`src/rtl/mem_sequencer.sv`:
```
// Steps a single-cycle core through fetch / execute / load-data phases on one shared
// synchronous-read memory port. Optional perf counters: define MEM_SEQ_PERF_EN.
module mem_sequencer #(
  parameter int                    ADDR_WIDTH = 32,
  parameter int                    DATA_WIDTH = 32,
  parameter logic [DATA_WIDTH-1:0] NOP_INST   = 32'h00000013
) (
  input  logic                  clk,
  input  logic                  rst,
  input  logic [ADDR_WIDTH-1:0] inst_addr_i,
  output logic [DATA_WIDTH-1:0] inst_o,
  input  logic                  data_rd_i,
  input  logic                  data_we_i,
  input  logic [ADDR_WIDTH-1:0] data_addr_i,
  input  logic [DATA_WIDTH-1:0] data_wdata_i,
  output logic [DATA_WIDTH-1:0] data_o,
  output logic                  stall_o,
  output logic                  mem_ce_o,
  output logic                  mem_we_o,
  output logic [ADDR_WIDTH-1:0] mem_addr_o,
  output logic [DATA_WIDTH-1:0] mem_wdata_o,
  input  logic [DATA_WIDTH-1:0] mem_rdata_i,
  output logic [31:0]           perf_retired_o,
  output logic [31:0]           perf_stall_o
);

  typedef enum logic [1:0] {FETCH, WAIT_I, EXEC, WAIT_D} state_t;

  state_t                state, state_nxt;
  logic [DATA_WIDTH-1:0] inst_q;

  always_ff @(posedge clk) begin
    if (rst) begin
      state  <= FETCH;
      inst_q <= NOP_INST;
    end else begin
      state <= state_nxt;
      if (state == WAIT_I) inst_q <= mem_rdata_i;
    end
  end

  assign inst_o = inst_q;

  always_comb begin
    state_nxt   = state;
    stall_o     = 1'b1;
    mem_ce_o    = 1'b0;
    mem_we_o    = 1'b0;
    mem_addr_o  = '0;
    mem_wdata_o = '0;
    data_o      = '0;
    unique case (state)
      FETCH: begin
        mem_ce_o   = 1'b1;
        mem_addr_o = inst_addr_i;
        state_nxt  = WAIT_I;
      end
      WAIT_I: state_nxt = EXEC;
      EXEC: begin
        // store has priority over a simultaneous load request
        if (data_we_i) begin
          mem_ce_o    = 1'b1;
          mem_we_o    = 1'b1;
          mem_addr_o  = data_addr_i;
          mem_wdata_o = data_wdata_i;
          stall_o     = 1'b0;
          state_nxt   = FETCH;
        end else if (data_rd_i) begin
          mem_ce_o   = 1'b1;
          mem_addr_o = data_addr_i;
          state_nxt  = WAIT_D;
        end else begin
          stall_o   = 1'b0;
          state_nxt = FETCH;
        end
      end
      WAIT_D: begin
        data_o    = mem_rdata_i;
        stall_o   = 1'b0;
        state_nxt = FETCH;
      end
    endcase
    // reset kills any in-flight access or retirement in the same cycle
    if (rst) begin
      stall_o     = 1'b1;
      mem_ce_o    = 1'b0;
      mem_we_o    = 1'b0;
      mem_wdata_o = '0;
      data_o      = '0;
    end
  end

`ifdef MEM_SEQ_PERF_EN
  logic [31:0] retired_q, stall_q;

  always_ff @(posedge clk) begin
    if (rst) begin
      retired_q <= '0;
      stall_q   <= '0;
    end else if (stall_o) begin
      stall_q <= stall_q + 32'd1;
    end else begin
      retired_q <= retired_q + 32'd1;
    end
  end

  assign perf_retired_o = retired_q;
  assign perf_stall_o   = stall_q;
`else
  assign perf_retired_o = '0;
  assign perf_stall_o   = '0;
`endif

endmodule
```
`config.mk`:
```
export PLATFORM = sky130hd
export DESIGN_NAME = mem_sequencer
export DESIGN_NICKNAME = d
export VERILOG_FILES = /design/src/rtl/mem_sequencer.sv
export SDC_FILE = /design/constraint.sdc
export NUM_CORES = 1
export LEC_CHECK = 0
export BUFFER_PORTS_ARGS = -buffer_cell sky130_fd_sc_hd__buf_2
export CAP_MARGIN = 20
export CORE_AREA = 2 2 125 127
export CTS_BUF_LIST = sky130_fd_sc_hd__clkbuf_2
export DETAILED_ROUTE_END_ITERATION = 7
export DIE_AREA = 0 0 127 129
export GPL_TIMING_DRIVEN = 0
export SETUP_SLACK_MARGIN = 0.3
export SKIP_CTS_REPAIR_TIMING = 1
export SYNTH_ARGS = -nofsm -noshare
export SYNTH_HDL_FRONTEND = slang
export SYNTH_SLANG_ARGS = --single-unit
```
`constraint.sdc`:
```
create_clock -name clk -period 1.5 [get_ports clk]
set_input_delay 0 -clock clk [delete_from_list [all_inputs] [get_ports clk]]
set_output_delay 0 -clock clk [all_outputs]
set_load 0.01 [all_outputs]
```
==> impl_metrics.env, run 1 <==
export IMPL_clkSinkCount=34
export IMPL_final_cell_area_mm2=0.00534
export IMPL_core_mm2=0.0150
export IMPL_worst_pin_slew_ns=0.523
export IMPL_report_final_slew_viol_count=0
export IMPL_crit_path_start_kind="flop"
export IMPL_syn_inst=404
export IMPL_grt_usage_pct=11.8
export IMPL_via_count=3762
export IMPL_r2r_end="inst_o[27]$_SDFFE_PP0N_"
export IMPL_power_leakage_uw=0.00298
export IMPL_setup_ws_ns=-0.158
export IMPL_gp_congestion=0.862
export IMPL_crit_path_cell_trace="buf_6, buf_4, buf_6, nand3_1, a21oi_1, buf_2"
export IMPL_p_per_area_mw_per_mm2=526
export IMPL_post_place_ws_ns=-0.0965
export IMPL_peakVddDrop_v=0.000212
export IMPL_root_buffer="clkbuf_2"
export IMPL_fin_crit_ns=1.66
export IMPL_wirelength_mm=11.9
export IMPL_status="finished with violations"
export IMPL_synthMuxAreaShare_pct=0
export IMPL_critPathMaxStageDelay_ns=0.37
export IMPL_synth_common_cells="buf_4 (73), nand2_1 (66), and2_1 (64)"
export IMPL_synth_simple_area_share_pct=39.7
export IMPL_critPathKind="flop to primary output"
export IMPL_cts_buffers_inserted=5
export IMPL_endpoint_kind="primary output"
export IMPL_synthFlopType="dfxtp_1"
export IMPL_cpMostUsedCell="buf_6"
export IMPL_start_util_pct=18.5
export IMPL_r2r_slack_ns=0.26
export IMPL_std_cell_rows=45
export IMPL_setup_viol=93
export IMPL_placed_area_mm2=0.00456
export IMPL_die_area_mm2=0.0164
export IMPL_rsz0062_at_grt="yes"
export IMPL_io_buffers=262
export IMPL_yosysWarnings=0
export IMPL_min_path_cells=4
export IMPL_synth_compound_area_share_pct=11.8
export IMPL_dpl_hpwl_mm=9.16
export IMPL_ios=327
export IMPL_drc=0
export IMPL_grt_max_degree=13
export IMPL_viasPerCell=3.88
export IMPL_cp_slowest_cell="dfxtp_2"
export IMPL_post_route_util_pct=35.7
export IMPL_antenna_found_initial=1
export IMPL_antenna_left=0
export IMPL_cts_tree="done"
export IMPL_synth_top_family_by_area="simple AND/OR/NAND/NOR gates"
export IMPL_grt_pass1_wl_mm=15.4
export IMPL_yosys_top_cells_area="dfxtp_1 (25%), buf_4 (20%), and2_1 (14%)"
export IMPL_die_h_um=129
export IMPL_first_global_vias=3065
export IMPL_slew_headroom_pct=65.1
export IMPL_synth_most_common_cell="buf_4"
export IMPL_crit_fanout=10
export IMPL_die_w_um=127
export IMPL_synthXorXnorAreaFrac_pct=0
export IMPL_cts_htree_levels=2
export IMPL_required_ns=1.50
export IMPL_drive_gt1_share_pct=50.3
export IMPL_cp_arrival_ns=1.66
export IMPL_violations="negative setup slack"
export IMPL_fmax_ghz=0.603
export IMPL_grt_ovfl_total=0
export IMPL_hold_viol=0
export IMPL_final_nets=912
export IMPL_clk_pin_slew_worst_paths_ns=0.20
export IMPL_cp_top_family="buffers and inverters"
export IMPL_maxCapViolCount=0
export IMPL_synthAdderAreaFrac_pct=0
export IMPL_r2r_start="state[0]$_SDFF_PP0_"
export IMPL_avgRoutedWirePerCell_um=12.3
export IMPL_diodes=0
export IMPL_syn2layout_area_growth_pct=92.5
export IMPL_min_from="data_rd_i"
export IMPL_synth_edf_count=0
export IMPL_synth_async_sr_flop_share_pct=0
export IMPL_r2r_cells=6
export IMPL_fin_crit_sh_pct=111
export IMPL_seq_area_frac_synth_pct=24.5
export IMPL_min_path_type="input pin to flop"
export IMPL_yosysUniqueCellTypes=20
export IMPL_drtIter0Drc=79
export IMPL_clock_latency_ns=0.38
export IMPL_firstDrtPassIters=4
export IMPL_synth_seq_cells=34
export IMPL_syn_area_mm2=0.00277
export IMPL_worstPathBufferInverterCount=4
export IMPL_fin_skew_ns=0.0123
export IMPL_min_to="state[1]$_SDFF_PP0_"
export IMPL_netlist_area_leader_share_pct=24.5
export IMPL_yosys_area_top_type="dfxtp_1"
export IMPL_postSynthAreaPerCell_um2=6.87
export IMPL_clockBufferDepth=2
[cells in the final DEF, fill, tap and decap left out, types with 6 or more instances in the layout]
master / count
buf_6: 23
nand3_1: 32
buf_2: 258
conb_1: 64
buf_4: 71
a21oi_1: 57
nand2b_1: 35
dfxtp_1: 32
clkbuf_1: 7
clkbuf_2: 6
and2_4: 8
buf_8: 7
nand2_1: 64
and2_1: 56
dlygate4sd3_1: 33
[worst register-to-register path, delay by kind of cell (launching register included)]
kind,cells,cell delay [ns]
flip-flops,1,0.41
AO/OA/AOI/OAI,1,0.11
buffers and inverters,3,0.46
AND/OR/NAND/NOR,2,0.20
[flip-flops by register name (all words and copies together) (netlist names)]
name and count:
state 2, inst_o 32
[metal layers]
metal  vias to the layer above  wire [um]  share of wire [%]  global-route usage (%)
li1                       1918          -                  -                       -
met1                      1652       4620                 39                    14.0
met2                       181       6350                 53                    22.0
met3                         9        836                7.0                    2.37
met4                         2         74               0.62                    2.33
met5                         -         13               0.11                       0
[through the flow]
stage | instances | TNS (ns) | power, uW | hold slack, ns
after floorplan | 467 | 0 | 1680 | 0.121
after global placement | 917 | -0.0893 | 2140 | 0.239
after detailed placement | 917 | -0.900 | 2150 | 0.245
after CTS | 925 | -35.57 | 2640 | -0.213
after global routing | 969 | -22.91 | 3010 | 0.0493
final | 969 | -9.62 | 2810 | 0.0483
[power by group]
part	switching (uW)	internal (uW)	leakage [uW]
sequential	31.0	971	0.000280
combinational	650	688	0.00267
clock	354	115	0.0000289
total	1040	1770	0.00298
[cell type report]
class,instances,area (um^2)
Timing Repair Buffer,306,1860
Clock buffer,5,25.0
Fill cell,1636,9640
Sequential cell,34,686
Clock inverter,3,21.3
Multi-Input combinational cell,335,1730
Tap cell,188,235
Buffer,98,786
[cells by family (layout without fill, tap and decap cells)]
| group | Yosys count | after routing |
|---|---|---|
| AOI/OAI and AO/OA | 64 | 64 |
| and+or+nand+nor | 207 | 207 |
| DFF | 34 | 34 |
| buffers and inverters | 98 | 412 |
| other | 1 | 64 |
[how the worst max path moves through the flow]
stage,from,endpoint,cells after the start
2_1_floorplan,state[1]$_SDFF_PP0_,inst_o[0]$_SDFFE_PP1N_,6
3_3_place_gp,state[0]$_SDFF_PP0_,data_o[20],6
6_report,state[1]$_SDFF_PP0_,mem_addr_o[29],6
4_1_cts,state[0]$_SDFF_PP0_,data_o[20],6
3_5_place_dp,state[0]$_SDFF_PP0_,data_o[20],6
5_1_grt,state[1]$_SDFF_PP0_,mem_addr_o[3],6
Note: power is estimated with default switching activity, not from simulation.
==> inputs of run 2 (changes only) <==
CORE_AREA = 2 2 127 129   (was 2 2 125 127)
DIE_AREA = 0 0 129 131   (was 0 0 127 129)
==> run 2 against run 1 <==
  * The run still ends with negative setup slack left
  * Combinational power is 16% higher
  * Sequential power barely moved
  * First-iteration DRC count decreased by 5.1%
  * Via count increased by 2.0%
  * Clock skew up 0.00061 ns
  * Wire length increased by 6.8%
  * Maximum frequency increased by 0.58%
  * Critical endpoint is now data_o[23]
==> impl_metrics.env, run 2 (synthesis gave the netlist of run 1 again) <==
export IMPL_status="finished with violations"
export IMPL_violations="negative setup slack"
export IMPL_clkSinkCount=34
export IMPL_setup_ws_ns=-0.149
export IMPL_comb_power_share_pct=46.4
export IMPL_grt_usage_pct=11.4
export IMPL_cts_htree_levels=2
export IMPL_report_final_slew_viol_count=0
export IMPL_ios=327
export IMPL_power_leakage_uw=0.00323
export IMPL_hold_viol=0
export IMPL_die_area_mm2=0.0169
export IMPL_grt_pass1_wl_mm=15.3
export IMPL_most_common_layout_cells="buf_2 (228), buf_4 (67), conb_1 (64), buf_6 (52), nand2_1 (44)"
export IMPL_maxCapViolCount=0
export IMPL_cp_arrival_ns=1.65
export IMPL_swShare_pct=33.2
export IMPL_largest_reg_flops=32
export IMPL_fin_skew_ns=0.0129
export IMPL_min_path_type="input pin to flop"
export IMPL_fill_cells=1607
export IMPL_post_route_util_pct=39.2
export IMPL_setup_viol=94
export IMPL_via_count=3839
export IMPL_antenna_left=0
export IMPL_drc=0
export IMPL_diodes=0
export IMPL_pwr_share_clk_pct=23.5
export IMPL_clockBufferDepth=2
export IMPL_io_buffers=262
export IMPL_peakVddDrop_v=0.000442
export IMPL_whs_ns=0.114
export IMPL_die_w_um=129
export IMPL_syn2layout_area_growth_pct=120
export IMPL_cts_buffers_inserted=5
export IMPL_required_ns=1.50
export IMPL_root_buffer="clkbuf_2"
export IMPL_p_per_area_mw_per_mm2=548
export IMPL_viasPerCell=3.82
export IMPL_drive_gt1_share_pct=59.8
export IMPL_power_frac_seq_pct=30.1
export IMPL_firstDrtPassIters=4
export IMPL_instances_no_fill=1005
export IMPL_fmax_ghz=0.607
export IMPL_die_h_um=131
export IMPL_core_mm2=0.0156
export IMPL_final_nets=920
export IMPL_gp_congestion=0.729
export IMPL_crit_fanout=8
export IMPL_layout_commonest_cell="buf_2"
export IMPL_fin_crit_ns=1.65
export IMPL_worst_pin_slew_ns=0.702
export IMPL_cts_tree="done"
export IMPL_std_cell_rows=46
export IMPL_antenna_found_initial=0
export IMPL_start_util_pct=17.8
export IMPL_drtIter0Drc=75
export IMPL_rsz0062_at_grt="yes"
export IMPL_total_power_uw=3350
export IMPL_dpl_cell_count=945
export IMPL_p_int_uw=2230
export IMPL_slew_headroom_pct=53.2
export IMPL_grt_max_degree=12
export IMPL_dpl_hpwl_mm=9.13
export IMPL_grt_ovfl_total=0
export IMPL_final_cell_area_mm2=0.00611
export IMPL_first_global_vias=3076
export IMPL_placed_area_mm2=0.00459
export IMPL_p_switching_uw=1110
export IMPL_clock_latency_ns=0.38
export IMPL_crit_path_start_kind="flop"
export IMPL_clk_pin_slew_worst_paths_ns=0.20
export IMPL_endpoint_kind="primary output"
export IMPL_wirelength_mm=12.7
export IMPL_fin_crit_sh_pct=110
export IMPL_critPathKind="flop to primary output"
export IMPL_avgRoutedWirePerCell_um=12.6
## run 2: cell types whose count changed in the layout (fill, tap and decap cells not counted), moves of 8 or more
cell | before | now
and2_1 | 56 | 26
buf_2 | 258 | 228
nand2_1 | 64 | 44
a21oi_2 | 4 | 23
and2_4 | 8 | 38
a21oi_1 | 57 | 38
nand2_2 | 2 | 14
buf_6 | 23 | 52
nand2_4 | 0 | 8
## run 2: cell type report
| cell class | count | area [um^2] | share of cell area, % |
|---|---|---|---|
| Buffer | 98 | 837 | 13.7 |
| Clock buffer | 5 | 25.0 | 0.410 |
| Clock inverter | 3 | 63.8 | 1.04 |
| Multi-Input combinational cell | 335 | 1990 | 32.5 |
| Sequential cell | 34 | 686 | 11.2 |
| Tap cell | 216 | 270 | 4.42 |
| Timing Repair Buffer | 314 | 2240 | 36.7 |
## run 2: worst paths after layout
check / start / endpoint / slack [ns] / cells past startpoint
max: state[0]$_SDFF_PP0_ / data_o[23] / -0.15 / 7
min: rst / state[0]$_SDFF_PP0_ / 0.11 / 3
max reg2reg: state[1]$_SDFF_PP0_ / inst_o[18]$_SDFFE_PP0N_ / 0.17 / 7
min reg2reg: inst_o[22]$_SDFFE_PP0N_ / inst_o[22]$_SDFFE_PP0N_ / 0.47 / 2
## run 2: routing by layer
layer  share of wire (%)  global-route usage [%]  up-vias
met1                  39                    13.0     1736
met5                   0                       0        -
li1                    -                       -     1936
met2                  55                    22.4      163
met4                0.40                    1.92        0
met3                 5.7                    1.75        4
## run 2: per-stage QoR
stage / TNS (ns) / worst slack [ns]
floorplan: 0 / 0.425
global placement: -0.609 / -0.0655
detailed placement: -0.756 / -0.0771
CTS: -33.46 / -0.570
global route: -21.48 / -0.263
finish: -8.67 / -0.149
## run 2: worst max-delay path, cell delays in order (launching register included)
cell	delay (ns)
dfxtp_4	0.41
buf_8	0.12
nand2_2	0.07
nor2_4	0.12
buf_12	0.16
clkbuf_16	0.15
and2_1	0.11
buf_2	0.12
## run 2: power groups by stage
| stage | logic [uW] | clock network (uW) | registers (uW) |
|---|---|---|---|
| final | 1550 | 787 | 1010 |
| after global routing | 1680 | 856 | 1020 |
| after CTS | 1140 | 816 | 1000 |
| after detailed placement | 1130 | 0 | 1020 |
| after global placement | 1130 | 0 | 1020 |
| after floorplan | 634 | 0 | 1050 |
==> inputs of run 3 (changes only) <==
==> constraint.sdc (replaced) <==
create_clock -name clk -period 1.5 [get_ports clk]
set_input_delay 0.3 -clock clk [delete_from_list [all_inputs] [get_ports clk]]
set_output_delay 0.3 -clock clk [all_outputs]
set_load 0.01 [all_outputs]
==> run 3 against run 2 <==
  * The run still ends with negative setup slack left
  * Hold slack gained 0.014 ns
  * Sequential power is essentially flat
  * Via count shrank 3.8%
  * Clock-buffer cell count is the same
  * Die area is the same
  * Sequential share of layout area grew 1.1 points
  * Cell count shrank 3.6%
==> impl_metrics.env, run 3 (synthesis gave the netlist of run 1 again) <==
export IMPL_grt_ovfl_total=0
export IMPL_cp_slowest_cell="dfxtp_2"
export IMPL_cts_buffers_inserted=5
export IMPL_grt_usage_pct=11.7
export IMPL_p_int_uw=1850
export IMPL_start_util_pct=17.8
export IMPL_power_frac_seq_pct=35.1
export IMPL_clk_pin_slew_worst_paths_ns=0.22
export IMPL_final_cell_area_mm2=0.00589
export IMPL_clockBufferDepth=2
export IMPL_cts_tree="done"
export IMPL_final_nets=884
export IMPL_fin_skew_ns=0.0275
export IMPL_required_ns=1.20
export IMPL_violations="negative setup slack"
export IMPL_ios=327
export IMPL_clock_latency_ns=0.37
export IMPL_dpl_hpwl_mm=9.27
export IMPL_largest_reg_flops=32
export IMPL_endpoint_kind="primary output"
export IMPL_power_leakage_uw=0.00303
export IMPL_grt_max_degree=12
export IMPL_critPathMaxStageDelay_ns=0.36
export IMPL_fmax_ghz=0.518
export IMPL_die_area_mm2=0.0169
export IMPL_die_h_um=131
export IMPL_firstDrtPassIters=4
export IMPL_grt_pass1_wl_mm=15.7
export IMPL_status="finished with violations"
export IMPL_peakVddDrop_v=0.000248
export IMPL_viasPerCell=3.81
export IMPL_fin_crit_ns=1.93
export IMPL_pwr_share_clk_pct=15.6
export IMPL_via_count=3692
export IMPL_critPathKind="flop to primary output"
export IMPL_comb_power_share_pct=49.4
export IMPL_setup_viol=99
export IMPL_p_switching_uw=1080
export IMPL_root_buffer="clkbuf_2"
export IMPL_cp_arrival_ns=1.63
export IMPL_swShare_pct=37.0
export IMPL_dpl_cell_count=945
export IMPL_report_final_slew_viol_count=0
export IMPL_rsz0062_at_grt="yes"
export IMPL_fin_crit_sh_pct=129
export IMPL_hold_viol=0
export IMPL_crit_fanout=8
export IMPL_placed_area_mm2=0.00495
export IMPL_syn2layout_area_growth_pct=112
export IMPL_wirelength_mm=11.8
export IMPL_clkSinkCount=34
export IMPL_instances_no_fill=969
export IMPL_layout_commonest_cell="buf_2"
export IMPL_cpMostUsedCell="buf_6"
export IMPL_avgRoutedWirePerCell_um=12.2
export IMPL_p_per_area_mw_per_mm2=498
export IMPL_post_place_ws_ns=-0.216
export IMPL_tns_ns=-35.55
export IMPL_antenna_found_initial=0
export IMPL_die_w_um=129
export IMPL_diodes=0
export IMPL_cts_htree_levels=2
export IMPL_most_common_layout_cells="buf_2 (180), buf_6 (99), buf_4 (75), nand2_1 (64), conb_1 (64)"
export IMPL_maxCapViolCount=0
export IMPL_gp_congestion=0.786
export IMPL_crit_path_cell_trace="buf_6, nand2_4, nor3_4, buf_12, clkbuf_16, and2_4, buf_6"
export IMPL_min_path_type="input pin to flop"
export IMPL_fill_cells=1609
export IMPL_std_cell_rows=46
export IMPL_drc=0
export IMPL_drive_gt1_share_pct=67.1
export IMPL_core_mm2=0.0156
export IMPL_setup_ws_ns=-0.430
export IMPL_crit_path_start_kind="flop"
export IMPL_first_global_vias=3098
export IMPL_io_buffers=262
export IMPL_drtIter0Drc=116
export IMPL_whs_ns=0.129
export IMPL_antenna_left=0
## run 3: cell types whose count changed in the layout (fill, tap and decap cells not counted), sizes merged
| cell | previous run | this run |
|---|---|---|
| clkinv | 1 | 2 |
| buf | 361 | 368 |
| clkinvlp | 0 | 1 |
| clkbuf | 23 | 13 |
| dlygate4sd3 | 33 | 0 |
| bufinv | 2 | 0 |
## run 3: worst paths after layout
| kind | start | to | slack, ns | cells after the start |
|---|---|---|---|---|
| worst min register to register | inst_o[17]$_SDFFE_PP0N_ | inst_o[17]$_SDFFE_PP0N_ | 0.47 | 2 |
| worst min-delay path | mem_rdata_i[31] | inst_o[31]$_SDFFE_PP0N_ | 0.13 | 3 |
| worst max-delay path | state[1]$_SDFF_PP0_ | mem_wdata_o[17] | -0.43 | 7 |
| worst max register to register | state[1]$_SDFF_PP0_ | inst_o[10]$_SDFFE_PP0N_ | 0.35 | 6 |
## run 3: metal layers
layer / global-route usage, % / wire, um / vias to the layer above
li1: - / - / 1856
met5: 0 / 0 / -
met1: 13.8 / 4590 / 1671
met2: 22.2 / 6310 / 161
met3: 2.69 / 878 / 4
met4: 1.73 / 45 / 0
## run 3: cell type report
cell class	instances	area, um^2	share of cell area (%)
Sequential cell	34	723	12.3
Clock buffer	5	25.0	0.425
Buffer	98	831	14.1
Clock inverter	3	16.3	0.276
Timing Repair Buffer	278	2060	35.1
Tap cell	216	270	4.59
Multi-Input combinational cell	335	1960	33.3
## run 3: metrics by stage
| step | total power (uW) | util (%) |
|---|---|---|
| after global placement | 2260 | 31.7 |
| after CTS | 2740 | 32.0 |
| after detailed placement | 2270 | 31.7 |
| final | 2930 | 37.8 |
| after floorplan | 1790 | - |
| after global routing | 3130 | 37.8 |
## run 3: power groups by stage
stage | clock (uW) | combinational, uW | sequential, uW
floorplan | 0 | 735 | 1050
global placement | 0 | 1250 | 1020
detailed placement | 0 | 1250 | 1020
CTS | 485 | 1250 | 1000
global route | 520 | 1580 | 1040
finish | 456 | 1450 | 1030
## run 3: critical path, delay by kind of cell, from the launching register on
kind,cells,cell delay (ns)
simple gates,3,0.41
flops,1,0.36
buf+inv,4,0.51
